==> src/rtl/out_multi.sv <==
// In-order OUT instruction buffer: captures operands from issue or CDB, then
// streams 1/2/4 little-endian bytes of the head operand to the UART sender at commit.
module out_multi #(
  parameter int DEPTH  = 4,
  parameter int TAG_W  = 4,
  parameter int DATA_W = 32
) (
  input  logic              clk,
  input  logic              reset,
  input  logic              flush,
  input  logic              issue_valid,
  output logic              issue_ready,
  input  logic [1:0]        issue_nbytes,
  input  logic              opnd_valid,
  input  logic [TAG_W-1:0]  opnd_tag,
  input  logic [DATA_W-1:0] opnd_data,
  input  logic              cdb_valid,
  input  logic [TAG_W-1:0]  cdb_tag,
  input  logic [DATA_W-1:0] cdb_data,
  input  logic              commit_valid,
  output logic              commit_ready,
  output logic              sender_valid,
  input  logic              sender_ready,
  output logic [7:0]        sender_in
);

  localparam int PTR_W = $clog2(DEPTH);
  localparam int CNT_W = $clog2(DEPTH + 1);

  logic [DEPTH-1:0]  ent_occ;
  logic [DEPTH-1:0]  ent_valid;
  logic [TAG_W-1:0]  ent_tag  [DEPTH];
  logic [DATA_W-1:0] ent_data [DEPTH];
  logic [1:0]        ent_last [DEPTH];

  logic [PTR_W-1:0]  head;
  logic [PTR_W-1:0]  tail;
  logic [CNT_W-1:0]  count;
  logic [1:0]        idx;

  logic              byte_fire;
  logic              commit_fire;
  logic              issue_fire;
  logic              new_cdb_hit;
  logic [1:0]        new_last;
  logic [DATA_W-1:0] head_data;

  // ent_last holds the index of the final byte (0, 1 or 3) rather than the byte count
  always_comb begin
    head_data    = ent_data[head];
    sender_valid = commit_valid && ent_valid[head] && (count != '0);
    byte_fire    = sender_valid && sender_ready;
    commit_ready = byte_fire && (idx == ent_last[head]);
    commit_fire  = commit_valid && commit_ready;
    issue_ready  = (count != CNT_W'(DEPTH)) || commit_ready;
    issue_fire   = issue_valid && issue_ready;
    new_cdb_hit  = cdb_valid && (cdb_tag == opnd_tag);
    new_last     = issue_nbytes[1] ? 2'd3 : {1'b0, issue_nbytes[0]};
    case (idx)
      2'd0:    sender_in = head_data[7:0];
      2'd1:    sender_in = head_data[15:8];
      2'd2:    sender_in = head_data[23:16];
      default: sender_in = head_data[31:24];
    endcase
  end

  // Issue is written after commit so a full-buffer issue can reuse the retiring slot
  always_ff @(posedge clk) begin
    if (reset || flush) begin
      head      <= '0;
      tail      <= '0;
      count     <= '0;
      idx       <= '0;
      ent_occ   <= '0;
      ent_valid <= '0;
    end else begin
      for (int i = 0; i < DEPTH; i++) begin
        if (ent_occ[i] && !ent_valid[i] && cdb_valid && (cdb_tag == ent_tag[i])) begin
          ent_valid[i] <= 1'b1;
          ent_data[i]  <= cdb_data;
        end
      end

      if (commit_fire) begin
        ent_occ[head]   <= 1'b0;
        ent_valid[head] <= 1'b0;
        head            <= head + PTR_W'(1);
        idx             <= '0;
      end else if (byte_fire) begin
        idx <= idx + 2'd1;
      end

      if (issue_fire) begin
        ent_occ[tail]  <= 1'b1;
        ent_tag[tail]  <= opnd_tag;
        ent_last[tail] <= new_last;
        if (opnd_valid) begin
          ent_valid[tail] <= 1'b1;
          ent_data[tail]  <= opnd_data;
        end else if (new_cdb_hit) begin
          ent_valid[tail] <= 1'b1;
          ent_data[tail]  <= cdb_data;
        end else begin
          ent_valid[tail] <= 1'b0;
        end
        tail <= tail + PTR_W'(1);
      end

      count <= count + CNT_W'(issue_fire) - CNT_W'(commit_fire);
    end
  end

endmodule

==> config.mk <==
export PLATFORM = sky130hd
export DESIGN_NAME = out_multi
export DESIGN_NICKNAME = d
export VERILOG_FILES = /design/src/rtl/out_multi.sv
export SDC_FILE = /design/constraint.sdc
export NUM_CORES = 1
export LEC_CHECK = 0
export ABC_AREA = 1
export ABC_CLOCK_PERIOD_IN_PS = 4200
export BUFFER_PORTS_ARGS = -buffer_cell sky130_fd_sc_hd__buf_2
export CAP_MARGIN = 20
export CORE_ASPECT_RATIO = 1.2
export CORE_MARGIN = 2
export CORE_UTILIZATION = 60
export DETAILED_ROUTE_END_ITERATION = 12
export PLACE_DENSITY = 0.82
export SYNTH_ARGS = -nofsm -noshare
export SYNTH_HDL_FRONTEND = slang
export SYNTH_SLANG_ARGS = --single-unit
==> constraint.sdc <==
create_clock -name clk -period 4.2 [get_ports clk]
set_input_delay 0.21 -clock clk [delete_from_list [all_inputs] [get_ports clk]]
set_output_delay 0.21 -clock clk [all_outputs]
set_load 0.005 [all_outputs]
==> impl_metrics.toml, run 1 <==
[critical_path]
arrival_ns = 3.28
timing.reg2reg.setup_slack_ns = 1.04
rr_endpoint = "ent_data[0][15]$_DFFE_PP_"
crit_path_end = "ent_data[0][15]$_DFFE_PP_"
startpoint = "count[1]$_SDFF_PP0_"
end_kind = "flop"
critPathKind = "flop to flop"
required_ns = 4.32
reg2regPathDepth = 11
crit_fanout = 17
r2r_start = "count[1]$_SDFF_PP0_"
cp-start-kind = "flop"

[sta]
fin_worst_skew_ns = 0.00751
drv_slew = 0
fin_setup_tns_ns = 0
relSlewSlack = 0.278
finalSetupViolCount = 0
worst_slack_ns = 1.04
worst_pin_slew_ns = 1.08
rsz0062_at_grt = "no"
hold_violations = 0
post-route-period-util = 0.751
period_needed_ns = 3.16
max_freq_ghz = 0.317

[die]
die_w_um = 119
die_h_um = 141
initial_utilization = 0.609
rows = 50
core_area_um2 = 15500
ios = 93
die_area_um2 = 16800

[worst_hold_path]
whs_path_depth = 1
hold_path.class = "primary input to flop"

[routing]
drt-initial-drc-count = 1300
routed_wl_mm = 28.4
drt_pre_antenna_iters = 6
drcViolationCount = 0
vias_per_cell = 6.18
postRouteAntennaNets = 0
routedWlPerCell_um = 20.2
via_count = 8689

[synth]
avgSynthCellArea_um2 = 8.36
synthSimpleGateAreaFrac = 0.249
synth-xor-area-share = 0.0204
synth-compound-area-share = 0.132
netlist_instances = 1130
yosys_warnings = 0
synth.area.mux_share = 0
synthAdderAreaFrac = 0.0207
synth_top_family_by_area = "simple AND/OR/NAND/NOR gates"
ys_seq_elements = 171
synth_edf_count = 152
synth_flop_cell = "edfxtp_1"
synthesis.area_um2 = 9450
synth_seq_area_share = 0.523
syn_nets = 1227
yosysUniqueCellTypes = 31
synthArstFlopShare = 0

[placed_design]
dpl.cell_count = 1371
portBuffers = 92
gp_congestion = 0.895
place_ws_ns = 1.14
hpwl_mm = 16.5

[run_status]
status = "finished clean"

[layout]
fin_nets = 1281
multi_input_area_um2 = 4040
antenna_cells = 0
finalNonFillerCells = 1405
final_layout_size_suffix_gt1_frac = 0.143
fillCellCount = 1228
syn2layout_area_growth_pct = 12.5
ff_latch_area_um2 = 4950

[run]
max_cap_violations = 0

[grt]
grt_overflow = 0
grt_pass1_vias = 8427
grtUsageTotal = 0.341
grt_pass1_wl_mm = 43.9
grt_start_max_net_pins = 73
antenna_found_initial = 0

[clock_tree]
cts_tree = "done"
numClockSinks = 171
htreeDepth = 4
cts_buffers = 17
clock-root-buffer = "clkbuf_16"
cts_hold_buf = 2
insertion_delay_ns = 0.44
cts-resized-gates = 0
clk_pin_slew_ns = 0.07
clockBufferDepth = 2
post_cts_buffers = 0

[pwr]
p_per_area_nw_per_um2 = 356
ir_drop_uv = 284
p_leak_nw = 4.20
## cell usage in the layout (no fill, tap or decap), types with 11 or more instances in the layout
master and count:
o22ai_1 24, xnor2_1 11, buf_4 23, clkbuf_16 17
o21ai_0 172, nand2_1 401, nand4_1 37, nor2_1 72
ha_1 14, nand3_1 39, a21oi_1 20, o21ai_1 14
xor2_1 11, inv_1 29, buf_2 92, edfxtp_1 152
dfxtp_1 18
## stage by stage
stage / hold WS [ns] / util / power [W] / cell area, um2
finish: 0.00405 / 0.686 / 0.00378 / 10600
global route: 0.0125 / 0.686 / 0.00386 / 10600
CTS: 0.00000908 / 0.686 / 0.00376 / 10600
detailed placement: 0.450 / 0.645 / 0.00217 / 10000
global placement: 0.446 / 0.645 / 0.00216 / 10000
floorplan: 0.309 / - / 0.00206 / 9450
## per-layer routing
layer	global-route usage	vias up	routed length, um
li1	-	3972	-
met1	0.408	3943	9990
met2	0.576	630	13600
met3	0.0695	144	3290
met4	0.195	0	1520
met5	0	-	0
## report_power, final
part	internal [W]	switching, W
clock network	0.000951	0.000689
logic	0.0000845	0.000185
registers	0.00187	0.00000519
## cells by family after synthesis
family,after synthesis
buffers and inverters,115
DFF,171
AOI/OAI and AO/OA,242
and+or+nand+nor,565
xor gates and xnor gates,22
adders and majority gates,15
## state kept, by name (all words and copies together) (netlist names), named ones only
| signal | count |
|---|---|
| ent_last | 8 |
| count | 3 |
| ent_tag | 16 |
| head | 2 |
| ent_occ | 4 |
| ent_valid | 4 |
| ent_data | 128 |
| idx | 2 |
| tail | 2 |
## worst min-delay path by stage
stage                          endpoint  slack (ns)       startpoint
2_1_floorplan  ent_last[0][1]$_DFFE_PP_        0.31  issue_nbytes[1]
4_1_cts         ent_tag[2][2]$_DFFE_PP_    0.000009      opnd_tag[2]
6_report        ent_tag[3][3]$_DFFE_PP_       0.004      opnd_tag[3]
5_1_grt         ent_tag[3][3]$_DFFE_PP_        0.01      opnd_tag[3]
3_5_place_dp   ent_last[2][1]$_DFFE_PP_        0.45  issue_nbytes[1]
3_3_place_gp    ent_tag[3][2]$_DFFE_PP_        0.45      opnd_tag[2]
## cells in the mapped netlist, types with 8 or more instances
| cell type | number | area (um2) |
|---|---|---|
| o21ai_0 | 176 | 881 |
| xnor2_1 | 11 | 96.3 |
| nor2_1 | 73 | 274 |
| buf_2 | 15 | 75.1 |
| o22ai_1 | 24 | 150 |
| a31oi_1 | 8 | 50.1 |
| edfxtp_1 | 152 | 4560 |
| dfxtp_1 | 19 | 380 |
| inv_1 | 29 | 109 |
| nand2_1 | 401 | 1510 |
| ha_1 | 14 | 175 |
| nand4_1 | 37 | 231 |
| o21ai_1 | 14 | 70.1 |
| nand3_1 | 39 | 195 |
| clkbuf_1 | 49 | 184 |
| a21oi_1 | 20 | 100 |
| xor2_1 | 11 | 96.3 |
## layout make-up
class	instances	share of cell area
Sequential cell	171	0.465
Multi-Input combinational cell	844	0.380
Timing Repair Buffer	117	0.0614
Clock buffer	18	0.0413
Tap cell	208	0.0245
Clock inverter	14	0.0160
Inverter	33	0.0116
## worst max-delay path: stages, from the launching register on
cell     delay, ns
dfxtp_1       0.42
nor2_1        0.07
a21oi_1       0.18
nand3_1       0.17
nor2_2        0.22
nand3_4       0.17
nand2_4       0.24
nand4_2       0.12
inv_1         0.30
nand2_1       0.18
o21ai_4       0.33
buf_4         0.41
Power figures use the tool's default switching activity.
==> inputs of run 2 (changes only) <==
==> config.mk (replaced) <==
export PLATFORM = sky130hd
export DESIGN_NAME = out_multi
export DESIGN_NICKNAME = d
export VERILOG_FILES = /design/src/rtl/out_multi.sv
export SDC_FILE = /design/constraint.sdc
export NUM_CORES = 1
export LEC_CHECK = 0
export ABC_AREA = 0
export ABC_CLOCK_PERIOD_IN_PS = 2800
export BUFFER_PORTS_ARGS = -buffer_cell sky130_fd_sc_hd__buf_2
export CAP_MARGIN = 20
export CORE_ASPECT_RATIO = 1.2
export CORE_MARGIN = 2
export CORE_UTILIZATION = 53
export DETAILED_ROUTE_END_ITERATION = 12
export PLACE_DENSITY = 0.77
export SYNTH_ARGS = -nofsm -noshare
export SYNTH_HDL_FRONTEND = slang
export SYNTH_SLANG_ARGS = --single-unit
==> constraint.sdc (replaced) <==
create_clock -name clk -period 2.8 [get_ports clk]
set_input_delay 0.14 -clock clk [delete_from_list [all_inputs] [get_ports clk]]
set_output_delay 0.14 -clock clk [all_outputs]
set_load 0.005 [all_outputs]
==> run 2 against run 1 <==
Effect of this change: cell area is 3.9% lower; core utilization decreased by 5.0 points; flip-flop and latch count stayed put; setup slack worse by 0.97 ns; global-route usage decreased by 11 points; via count is 39% lower; synthesized cell count shrank 51%; non-clock buffer count increased by 7; combinational power is 21% higher; clock skew grew 0.0014 ns; power rose by 38%; register-to-register slack got worse by 0.95 ns; largest cell class unchanged.
==> impl_metrics.toml, run 2 <==
[synth]
syn_nets = 649
netlist_instances = 552
synthTopCellsByArea = "edfxtp_1 53%, mux2_1 17%, mux4_2 9.1%"
yosysUniqueCellTypes = 35
yosys_warnings = 0
avgSynthCellArea_um2 = 15.6
ys_seq_elements = 171
synth_flop_cell = "edfxtp_1"
synthesis.area_um2 = 8620
synthArstFlopShare = 0
synth_seq_area_share = 0.574
synth_edf_count = 152
synth.most_common_cell = "edfxtp_1"
synth_top_area_cell = "edfxtp_1"
synth_common_cells = "152 x edfxtp_1, 128 x mux2_1, 35 x mux4_2, 30 x nand2_1, 19 x dfxtp_1"
synth_top_area_frac = 0.530

[worst_hold_path]
hold_path.class = "primary input to flop"
hp-start = "cdb_data[6]"

[placed_design]
hpwl_mm = 12.8
place_ws_ns = 0.0197
gp_congestion = 0.830
portBuffers = 92
place_area_um2 = 9600

[layout]
largest_reg_flops = 128
layout_common_cells = "152 x edfxtp_1, 127 x mux2_1, 92 x buf_2"
top_register = "ent_data"
fin_nets = 758
final_area_um2 = 10200
ff_latch_area_um2 = 4950
multi_input_area_um2 = 3590
final_layout_size_suffix_gt1_frac = 0.298
syn2layout_area_growth_pct = 18.6
fin_util = 0.636
fillCellCount = 1202
largestRegisters = "ent_data x128, ent_tag x16, ent_last x8"
layout_commonest_cell = "edfxtp_1"

[routing]
routedWlPerCell_um = 22.1
routed_wl_mm = 19.6
postRouteAntennaNets = 0
drt-initial-drc-count = 406
via_count = 5262
drcViolationCount = 0
vias_per_cell = 5.93
drt_pre_antenna_iters = 6

[critical_path]
arrival_ns = 2.59
timing.reg2reg.setup_slack_ns = 0.09
crit_path_end = "sender_in[0]"
rr_endpoint = "count[2]$_SDFF_PP0_"
crit_fanout = 32
reg2regPathDepth = 12
critPathKind = "flop to output port"
required_ns = 2.66
cp-start-kind = "flop"
end_kind = "output port"

[grt]
grtUsageTotal = 0.236
grt_overflow = 0
grt_pass1_vias = 5390
grt_pass1_wl_mm = 30.0
grt_start_max_net_pins = 33
antenna_found_initial = 0

[sta]
worst_pin_slew_ns = 0.568
rsz0062_at_grt = "yes"
hold_violations = 0
max_freq_ghz = 0.367
drv_slew = 0
fin_worst_skew_ns = 0.00894
post-route-period-util = 0.973
relSlewSlack = 0.621
fin_setup_tns_ns = 0
whs_ns = 0.0336
worst_slack_ns = 0.0743
period_needed_ns = 2.73
finalSetupViolCount = 0

[clock_tree]
clk_pin_slew_ns = 0.06
cts_tree = "done"
numClockSinks = 171
clockBufferDepth = 2
cts_buffers = 17
clock-root-buffer = "clkbuf_16"
insertion_delay_ns = 0.42
htreeDepth = 4

[die]
core_area_um2 = 16100
die_h_um = 144
die_area_um2 = 17300
ios = 93
die_w_um = 120
rows = 51
initial_utilization = 0.536

[pwr]
p_leak_nw = 3.50
ir_drop_uv = 334
p_per_area_nw_per_um2 = 509

[run]
max_cap_violations = 0

[run_status]
status = "finished clean"
-- run 2: changes by cell type in the layout (fill, tap and decap cells not counted), sizes merged, moves of 10 or more --
cell	before	now
a21oi	20	10
nand4	41	0
nand3	41	11
o22ai	24	4
inv	34	14
mux2	0	128
o21ai	190	10
nor3	1	13
mux4	0	35
nor2	79	15
nand2	402	30
-- run 2: worst min-delay path by stage --
| stage | cells past startpoint | to |
|---|---|---|
| 6_report | 2 | ent_data[1][6]$_DFFE_PP_ |
| 4_1_cts | 2 | ent_data[0][24]$_DFFE_PP_ |
| 5_1_grt | 2 | ent_data[3][19]$_DFFE_PP_ |
| 2_1_floorplan | 0 | ent_last[0][1]$_DFFE_PP_ |
| 3_3_place_gp | 1 | ent_tag[0][1]$_DFFE_PP_ |
| 3_5_place_dp | 1 | ent_tag[1][1]$_DFFE_PP_ |
-- run 2: cell type report --
type	instances	share of cell area
Timing Repair Buffer	124	0.0836
Multi-Input combinational cell	335	0.351
Clock buffer	20	0.0427
Clock inverter	12	0.00722
Sequential cell	171	0.484
Tap cell	212	0.0260
Antenna cell	1	0.000245
Inverter	12	0.00465
-- run 2: logic make-up after synthesis --
family                     count (synthesis)  synth area share
AOI/OAI and AO/OA                         54            0.0467
xor gates and xnor gates                  25            0.0271
adders and majority gates                 15            0.0226
buffers and inverters                     46            0.0254
DFF                                      171             0.574
muxes                                    164             0.260
and+or+nand+nor                           77            0.0446
-- run 2: layer usage --
metal / wire length, um / vias up / track usage / share of wire
li1: - / 2397 / - / -
met1: 7860 / 2678 / 0.287 / 0.40
met2: 10400 / 155 / 0.418 / 0.53
met3: 832 / 32 / 0.0385 / 0.042
met4: 503 / 0 / 0.0973 / 0.026
met5: 0 / - / 0 / 0
-- run 2: through the flow --
| stage | total power [W] | std cells |
|---|---|---|
| after floorplan | 0.00303 | 552 |
| after global placement | 0.00316 | 848 |
| after detailed placement | 0.00318 | 848 |
| after CTS | 0.00523 | 885 |
| after global routing | 0.00537 | 886 |
| final | 0.00520 | 887 |
-- run 2: power by group --
part / internal, W / switching [W]
combinational: 0.000155 / 0.000172
sequential: 0.00280 / 0.00000920
clock: 0.00112 / 0.000943
total: 0.00408 / 0.00112
-- run 2: worst max-delay path: stages (launching register included) --
cell      delay [ns]
dfxtp_4         0.38
buf_12          0.28
mux4_2          0.58
a222oi_1        0.53
o21ai_0         0.20
buf_2           0.18
-- run 2: timing repair --
action	4_1_cts	5_1_grt
pin swaps	1	9
setup buffers	0	1
hold endpoints to repair	20	0
endpoints found under the setup margin	8	3
hold buffers	5	0
resized for setup	4	5
==> inputs of run 3 (changes only) <==
--- a/config.mk
+++ b/config.mk
@@ -14,6 +14,7 @@
 export CORE_UTILIZATION = 53
 export DETAILED_ROUTE_END_ITERATION = 12
 export PLACE_DENSITY = 0.77
+export RECOVER_POWER = 50
 export SYNTH_ARGS = -nofsm -noshare
 export SYNTH_HDL_FRONTEND = slang
 export SYNTH_SLANG_ARGS = --single-unit
==> run 3 against run 2 <==
Effect of this change: clock skew down 0.00069 ns; via count grew 0.40%; flip-flop and latch count is the same; cell area hardly changed; sequential power about the same; sequential share of layout area about the same; combinational power about the same; cell count unchanged; largest cell class unchanged.
==> impl_metrics.toml, run 3 (same netlist as run 2, synthesis figures left out) <==
[routing]
postRouteAntennaNets = 0
routedWlPerCell_um = 22.1
vias_per_cell = 5.96
routed_wl_mm = 19.6
drt_pre_antenna_iters = 5
drcViolationCount = 0
drt-initial-drc-count = 396
via_count = 5283

[critical_path]
cpPeakStageDelay_ns = 0.58
arrival_ns = 2.58
crit_slowest_cell = "mux4_2"
cp-start-kind = "flop"
critPathKind = "flop to output port"
required_ns = 2.66
path_cells = "buf_12 -> mux4_2 -> a222oi_1 -> o21ai_0 -> buf_2"
crit_fanout = 32
crit_path_end = "sender_in[0]"
end_kind = "output port"
rr_endpoint = "count[2]$_SDFF_PP0_"
timing.reg2reg.setup_slack_ns = 0.09
reg2regPathDepth = 12

[sta]
drv_slew = 0
period_needed_ns = 2.72
fin_setup_tns_ns = 0
worst_pin_slew_ns = 0.558
hold_violations = 0
rsz0062_at_grt = "yes"
finalSetupViolCount = 0
max_freq_ghz = 0.368
relSlewSlack = 0.628
whs_ns = 0.0334
fin_worst_skew_ns = 0.00826
post-route-period-util = 0.970

[placed_design]
dpl.cell_count = 848
place_area_um2 = 9600
portBuffers = 92
gp_congestion = 0.830
hpwl_mm = 12.8

[layout]
final_area_um2 = 10200
finalNonFillerCells = 887
fin_nets = 758
fillCellCount = 1207
top_register = "ent_data"
final_layout_size_suffix_gt1_frac = 0.291
largestRegisters = "ent_data x128, ent_tag x16, ent_last x8"
largest_reg_flops = 128
layout_commonest_cell = "edfxtp_1"
syn2layout_area_growth_pct = 18.5
layout_common_cells = "152 x edfxtp_1, 127 x mux2_1, 87 x buf_2"

[clock_tree]
numClockSinks = 171
htreeDepth = 4
cts_buffers = 17
clock-root-buffer = "clkbuf_16"
clockBufferDepth = 2
clk_pin_slew_ns = 0.06
insertion_delay_ns = 0.42
cts_tree = "done"

[run]
max_cap_violations = 0

[die]
core_area_um2 = 16100
rows = 51
die_area_um2 = 17300
ios = 93
initial_utilization = 0.536
die_h_um = 144
die_w_um = 120

[pwr]
p_leak_nw = 3.49
ir_drop_uv = 334
p_per_area_nw_per_um2 = 509
p_total_w = 0.00520

[worst_hold_path]
hp-start = "cdb_data[6]"
hold_path.class = "primary input to flop"

[grt]
grt_pass1_wl_mm = 30.0
antenna_found_initial = 0
grt_overflow = 0
grtUsageTotal = 0.236
grt_start_max_net_pins = 33
grt_pass1_vias = 5390

[run_status]
status = "finished clean"
run 3: cell count changes in the layout (fill, tap and decap cells not counted), sizes merged:
cell / previous run / this run
buf: 119 / 114
clkbuf: 20 / 25
run 3: how the worst min path moves through the flow:
stage	cells past startpoint	slack [ns]	to
global route	2	0.03	ent_data[3][19]$_DFFE_PP_
global placement	1	0.38	ent_tag[0][1]$_DFFE_PP_
floorplan	0	0.24	ent_last[0][1]$_DFFE_PP_
detailed placement	1	0.39	ent_tag[1][1]$_DFFE_PP_
CTS	2	0.02	ent_data[0][24]$_DFFE_PP_
finish	2	0.03	ent_data[1][6]$_DFFE_PP_
run 3: area by class of cell:
type | instances | area (um2) | share of cell area
clock buffer | 20 | 437 | 0.0427
multi-input combinational | 335 | 3590 | 0.352
antenna | 1 | 2.50 | 0.000245
clock inverter | 12 | 73.8 | 0.00723
inverter | 12 | 47.5 | 0.00465
timing repair buffer | 124 | 848 | 0.0830
tap | 212 | 265 | 0.0260
sequential | 171 | 4950 | 0.484
run 3: routing by layer:
layer / vias to the layer above / part of all wire / track usage
met5: - / 0 / 0
met4: 0 / 0.026 / 0.0973
met3: 34 / 0.044 / 0.0385
met2: 162 / 0.53 / 0.418
met1: 2688 / 0.40 / 0.287
li1: 2399 / - / -
run 3: report_power, final:
| group | switching (W) | leakage [nW] | internal (W) |
|---|---|---|---|
| sequential | 0.00000919 | 1.52 | 0.00280 |
| combinational | 0.000172 | 1.71 | 0.000154 |
| clock | 0.000941 | 0.251 | 0.00112 |
| total | 0.00112 | 3.49 | 0.00407 |
run 3: worst max-delay path, delay by kind of cell (launching register included):
kind	cells	cell delay, ns
buffers and inverters	2	0.46
muxes	1	0.58
AOI/OAI and AO/OA	2	0.71
DFF	1	0.38
run 3: metrics by stage:
step / setup WS [ns] / util
floorplan: -0.168 / -
global placement: 0.0981 / 0.597
detailed placement: 0.0197 / 0.597
CTS: 0.00264 / 0.633
global route: -0.0551 / 0.635
finish: 0.0845 / 0.635
run 3: what timing repair did:
action                                  in CTS  in global routing
gates resized for setup                      4                  5
endpoints found under the hold margin       20                  0
buffers inserted                             0                  1
pin swaps                                    1                  9
endpoints found under the setup margin       8                  3
hold buffers                                 5                  0
